<file path="src/rtl/wb_initiator.sv">
`timescale 1ns/1ps
// wb_initiator: Wishbone classic initiator. Turns a valid/ready command
// (address, data, byte selects, beat count) into one Wishbone cycle per
// beat and returns one response per beat on a valid/ready channel.
// Optional feature: define WB_INIT_TIMEOUT_EN to enable a bus watchdog that
// aborts a beat after TIMEOUT_CYCLES cycles without ACK.
module wb_initiator #(
    parameter int TIMEOUT_CYCLES = 255
) (
    input  logic        wb_clk_i,
    input  logic        wb_rst_ni,
    input  logic        cmd_valid,
    output logic        cmd_ready,
    input  logic        cmd_we,
    input  logic [31:0] cmd_adr,
    input  logic [31:0] cmd_dat,
    input  logic [3:0]  cmd_sel,
    input  logic [7:0]  cmd_len,
    output logic        wbm_cyc_o,
    output logic        wbm_stb_o,
    output logic        wbm_we_o,
    output logic [3:0]  wbm_sel_o,
    output logic [31:0] wbm_adr_o,
    output logic [31:0] wbm_dat_o,
    input  logic        wbm_ack_i,
    input  logic [31:0] wbm_dat_i,
    output logic        rsp_valid,
    input  logic        rsp_ready,
    output logic [31:0] rsp_dat,
    output logic        rsp_err,
    output logic        rsp_last
);

    typedef enum logic [1:0] {
        S_IDLE = 2'd0,
        S_BUS  = 2'd1,
        S_RESP = 2'd2
    } state_t;

    state_t      r_state;
    state_t      w_next;

    logic        r_we;
    logic [31:0] r_adr;
    logic [31:0] r_dat;
    logic [3:0]  r_sel;
    logic [7:0]  r_len;
    logic [7:0]  r_beat;
    logic [31:0] r_rsp_dat;
    logic        r_rsp_last;

    logic        w_accept;
    logic        w_ack;
    logic        w_tmo;
    logic        w_hs;
    logic        w_wdog_hit;

`ifdef WB_INIT_TIMEOUT_EN
    logic [15:0] r_wdog;
    logic        r_rsp_err;

    // Watchdog counts cycles spent in BUS; it sits at zero in every other
    // state, so each beat starts its count from zero on BUS entry.
    always_ff @(posedge wb_clk_i or negedge wb_rst_ni) begin
        if (!wb_rst_ni) begin
            r_wdog <= 16'd0;
        end else if (r_state != S_BUS) begin
            r_wdog <= 16'd0;
        end else begin
            r_wdog <= r_wdog + 16'd1;
        end
    end

    // The limit is hit on the edge ending the TIMEOUT_CYCLES-th STB cycle.
    assign w_wdog_hit = (r_wdog == 16'(TIMEOUT_CYCLES - 1));

    // Error flag is written together with the response it belongs to.
    always_ff @(posedge wb_clk_i or negedge wb_rst_ni) begin
        if (!wb_rst_ni) begin
            r_rsp_err <= 1'b0;
        end else if (w_ack) begin
            r_rsp_err <= 1'b0;
        end else if (w_tmo) begin
            r_rsp_err <= 1'b1;
        end
    end

    assign rsp_err = r_rsp_err;
`else
    assign w_wdog_hit = 1'b0;
    assign rsp_err    = 1'b0;
`endif

    // State register.
    always_ff @(posedge wb_clk_i or negedge wb_rst_ni) begin
        if (!wb_rst_ni) begin
            r_state <= S_IDLE;
        end else begin
            r_state <= w_next;
        end
    end

    // Next-state logic and the one-cycle event strobes that drive the datapath.
    // ACK is checked before the watchdog so an ACK on the limit edge wins.
    always_comb begin
        w_next   = r_state;
        w_accept = 1'b0;
        w_ack    = 1'b0;
        w_tmo    = 1'b0;
        w_hs     = 1'b0;
        case (r_state)
            S_IDLE: begin
                if (cmd_valid) begin
                    w_accept = 1'b1;
                    w_next   = S_BUS;
                end
            end
            S_BUS: begin
                if (wbm_ack_i) begin
                    w_ack  = 1'b1;
                    w_next = S_RESP;
                end else if (w_wdog_hit) begin
                    w_tmo  = 1'b1;
                    w_next = S_RESP;
                end
            end
            S_RESP: begin
                if (rsp_ready) begin
                    w_hs   = 1'b1;
                    w_next = r_rsp_last ? S_IDLE : S_BUS;
                end
            end
            default: begin
                w_next = S_IDLE;
            end
        endcase
    end

    // Command latch, beat counter and address stepping between beats.
    always_ff @(posedge wb_clk_i or negedge wb_rst_ni) begin
        if (!wb_rst_ni) begin
            r_we   <= 1'b0;
            r_adr  <= 32'd0;
            r_dat  <= 32'd0;
            r_sel  <= 4'd0;
            r_len  <= 8'd0;
            r_beat <= 8'd0;
        end else if (w_accept) begin
            r_we   <= cmd_we;
            r_adr  <= cmd_adr;
            r_dat  <= cmd_dat;
            r_sel  <= cmd_sel;
            r_len  <= cmd_len;
            r_beat <= 8'd0;
        end else if (w_hs && !r_rsp_last) begin
            r_beat <= r_beat + 8'd1;
            r_adr  <= r_adr + 32'd4;
        end
    end

    // Response capture; held untouched for the whole RESP state.
    always_ff @(posedge wb_clk_i or negedge wb_rst_ni) begin
        if (!wb_rst_ni) begin
            r_rsp_dat  <= 32'd0;
            r_rsp_last <= 1'b0;
        end else if (w_ack) begin
            r_rsp_dat  <= r_we ? 32'd0 : wbm_dat_i;
            r_rsp_last <= (r_beat == r_len);
        end else if (w_tmo) begin
            r_rsp_dat  <= 32'd0;
            r_rsp_last <= 1'b1;
        end
    end

    assign cmd_ready = (r_state == S_IDLE);
    assign wbm_cyc_o = (r_state == S_BUS);
    assign wbm_stb_o = (r_state == S_BUS);
    assign wbm_we_o  = r_we;
    assign wbm_sel_o = r_sel;
    assign wbm_adr_o = r_adr;
    assign wbm_dat_o = r_dat;
    assign rsp_valid = (r_state == S_RESP);
    assign rsp_dat   = r_rsp_dat;
    assign rsp_last  = r_rsp_last;

endmodule

</file>
<file path="config.mk">
export PLATFORM = sky130hd
export DESIGN_NAME = wb_initiator
export DESIGN_NICKNAME = d
export VERILOG_FILES = /design/src/rtl/wb_initiator.sv
export SDC_FILE = /design/constraint.sdc
export NUM_CORES = 1
export LEC_CHECK = 0
export CAP_MARGIN = 20
export CELL_PAD_IN_SITES_DETAIL_PLACEMENT = 1
export CELL_PAD_IN_SITES_GLOBAL_PLACEMENT = 1
export CORE_ASPECT_RATIO = 1.2
export CORE_MARGIN = 4
export CORE_UTILIZATION = 25
export CTS_CLUSTER_SIZE = 12
export DETAILED_ROUTE_END_ITERATION = 16
export HOLD_SLACK_MARGIN = 0.15
export PLACE_DENSITY = 0.64
export RECOVER_POWER = 50
export REMOVE_ABC_BUFFERS = 1
export SYNTH_ARGS = -nofsm -noshare
export SYNTH_HDL_FRONTEND = slang
export SYNTH_SLANG_ARGS = --single-unit
</file>
<file path="constraint.sdc">
create_clock -name wb_clk_i -period 2.85 [get_ports wb_clk_i]
set_clock_uncertainty 0.05 [all_clocks]
set_input_delay 0.285 -clock wb_clk_i [delete_from_list [all_inputs] [get_ports wb_clk_i]]
set_output_delay 0.285 -clock wb_clk_i [all_outputs]
set_load 0.005 [all_outputs]
</file>
==> flow_results.org <==
** STA
- Worst hold slack after final layout :: 355 ps
- Final Hold Vio Count :: 0
- Worst-case headroom to the max-slew limit :: 0.121
- At the pin with the least slew margin, the transition time is 1320 ps.
- Number of failing setup endpoints in the final timing report :: 0
- For the finished layout, the period the worst path requires is 2270 ps.
- Post-route clock period utilization :: 0.798
- Fmax achieved :: 440 MHz
- The final max-slew violation count was 0.
- Setup repair after global routing missed its margin :: false

** Routing
- Routed vias :: 4951
- First drt pass iteration count :: 4
- Antenna-violating nets left :: 0
- Starting DRT DRC Count :: 230
- For this block, the routed nets add up to 18.0 mm of wire.
- Via-to-Cell Ratio :: 4.58
- Count of unresolved DRC violations after routing :: 0
- After detailed routing, the average wire length per cell comes to 16.6 µm.

** Synthesis
- Flip-flop and latch count after synthesis :: 120
- Counting every instance in the synthesized netlist gives 586.
- Sequential fraction of the synthesis area :: 0.554
- Async S/R FF share, synth :: 1.00
- Synth Flop Type :: dfrtp_1
- The number of different library cells used by synthesis comes to 46.
- Mapped Avg Cell Area :: 9.25 µm²
- Combined area of all synthesized cells :: 5420 µm²
- In this run, synthesis inferred 0 flip-flops with an integrated enable.
- The Yosys step of the flow raised 0 warnings.

** Min path
- Worst Hold Class :: input port to register

** Finish
- Most frequent cells in the layout :: nand2_1 (204), clkdlybuf4s50_1 (187), dfrtp_1 (120)
- Util after Layout :: 0.407
- After the last flow step, the layout net total stands at 915.
- Layout cell share with drive strength beyond 1 :: 0.0654
- The library cell used most frequently in the layout, excluding fill and tap cells, is nand2_1.
- Area added between synthesis and finish :: 58.5%

** Clock tree
- Clock tree root driver cell :: clkbuf_16
- TritonCTS built the clock tree.
- Clock-pin slew on the worst setup and hold paths :: 60 ps
- Maximum clock path buffer count :: 2
- Counting every sink on the clock net gives 120.
- Number of resized instances in the post-cts repair step :: 0
- Clock insertion delay at the later pin of the skew report :: 410 ps
- Number of buffers inserted by post-CTS setup repair :: 0
- The number of clock buffers added by TritonCTS is 17.
- The H-tree was split into 4 levels.

** Worst setup path
- Worst r2r src :: r_state[0]
- STA puts the critical path data required time at 3090 ps.
- The critical path is of the register to register type.
- Endpoint kind of the worst setup timing path :: register
- Setup crit start kind :: register
- In this run the worst path has a maximum fanout of 46.
- Flop-to-flop setup slack :: 580 ps
- FF-to-FF End :: wbm_adr_o[2]
- At the worst endpoint, the arrival time is 2510 ps.
- Number of cells on the worst reg-to-reg path :: 4
- In this run the worst setup path begins at r_state[0].
- Following the worst setup path forward leads to its endpoint at wbm_adr_o[2].

** Die
- I/O pin total :: 221
- Core outline area :: 21100 µm²
- The initialized floorplan defines 58 standard-cell rows.
- Vertical die dimension :: 169 µm
- The floorplan step set the die width to 142 µm.
- Die footprint :: 24100 µm²
- The initial utilization of the core area, before any placement, comes to 0.257.

** Global route
- For this run the aggregate overflow at the end of global routing stands at 0.
- The first global-routing pass estimated 28.8 mm of wire.
- Number of global-route vias before repair :: 5466
- The number of antenna violations at the first check in global routing was 1.
- Total routing usage reported by global routing :: 0.150
- Entering global routing, the biggest net connects 73 pins.

** Placement
- Routability congestion estimate :: 0.796
- Input and output buffers added on the ports amount to 219.
- The HPWL after detailed placement is 13.2 mm.

** Power
- Static leakage :: 0.00381 µW
- Dividing total power by cell area gives a power density of 1030 nW/µm².
- IR analysis of the VDD net gives a maximum drop of 0.432 mV.

** Run
- Max-cap violations in this run came to 0.

** Outcome
- Run status :: complete, no violations
worst min-delay path by stage:
| stage | start | endpoint | slack, ps | cells after the start |
|---|---|---|---|---|
| 6_report | cmd_dat[24] | wbm_dat_o[24] | 360 | 3 |
| 5_1_grt | cmd_dat[7] | wbm_dat_o[7] | 340 | 3 |
| 4_1_cts | cmd_dat[3] | wbm_dat_o[3] | 330 | 3 |
| 3_5_place_dp | wb_rst_ni | rsp_dat[1] | 320 | 1 |
| 3_3_place_gp | wb_rst_ni | rsp_dat[1] | 300 | 1 |
| 2_1_floorplan | wb_rst_ni | r_beat[0] | -60 | 0 |
state kept, by name, indices dropped and copies added, names as in the netlist:
name / cells
rsp_dat: 32
r_beat: 8
r_len: 8
rsp_last: 1
r_state: 2
wbm_sel_o: 4
wbm_adr_o: 32
wbm_dat_o: 32
wbm_we_o: 1
stage by stage:
| step | cells | total power (µW) | setup TNS [ps] | area [µm²] | worst slack (ps) |
|---|---|---|---|---|---|
| after CTS | 1080 | 9130 | 0 | 8590 | 757 |
| after detailed placement | 1048 | 6540 | 0 | 7890 | 462 |
| final | 1082 | 8860 | 0 | 8590 | 576 |
| after floorplan | 553 | 4300 | -399 | 5270 | -145 |
| after global placement | 1048 | 6380 | 0 | 7890 | 504 |
| after global routing | 1082 | 9490 | 0 | 8590 | 347 |
area by class of cell:
class / count / area (µm²)
Fill cell: 2391 / 12500
Sequential cell: 120 / 3000
Timing Repair Buffer: 227 / 2280
Multi-Input combinational cell: 430 / 2260
Clock buffer: 18 / 439
Tap cell: 270 / 338
Clock inverter: 13 / 250
Inverter: 3 / 11.3
Antenna cell: 1 / 2.50
logic make-up after synthesis:
kind of cell,after synthesis,synth area share
and+or+nand+nor,319,0.277
DFF,120,0.554
AOI/OAI and AO/OA,74,0.0783
buffers and inverters,36,0.0296
xor gates and xnor gates,33,0.0533
adders and majority gates,2,0.00462
other,1,0.000692
muxes,1,0.00208
cells in the mapped netlist (all sizes together) (2+ instances only):
cell	n	area [µm²]
nor3	4	20.0
o22ai	2	12.5
nand2b	34	213
ha	2	25.0
o311ai	3	26.3
nor2	22	82.6
nand2	205	769
clkbuf	25	93.8
and3	6	38.8
and2	4	26.3
o211ai	6	45.0
a21oi	4	20.0
nand4	15	145
o21ai	52	264
nor4	3	33.8
buf	8	55.1
a22oi	2	15.0
and4	5	45.0
nand3	17	90.1
xor2	19	166
dfrtp	120	3000
inv	3	11.3
xnor2	14	123
layer usage:
layer  wire length [µm]  global-route usage  up-vias
met5                  0                   0        -
met4                270              0.0508        0
met3                902              0.0352       17
met2               9500               0.268      133
met1               7340               0.177     2449
li1                   -                   -     2352
worst max-delay path, stage by stage (launching register included):
cell and delay (ps):
dfrtp_1 410, nor2_1 220, and2_2 800, nor2_1 300, a221o_1 350
timing repair:
action | in CTS | in global routing
hold buffers | 1 | 0
setup endpoints to repair | 0 | 0
hold endpoints to repair | 48 | 0
power by group:
part / switching [µW] / total (µW) / internal (µW)
clock network: 774 / 2520 / 1740
registers: 638 / 3080 / 2440
logic: 1440 / 3270 / 1830
total: 2850 / 8860 / 6010
(Power assumes the default switching activity.)
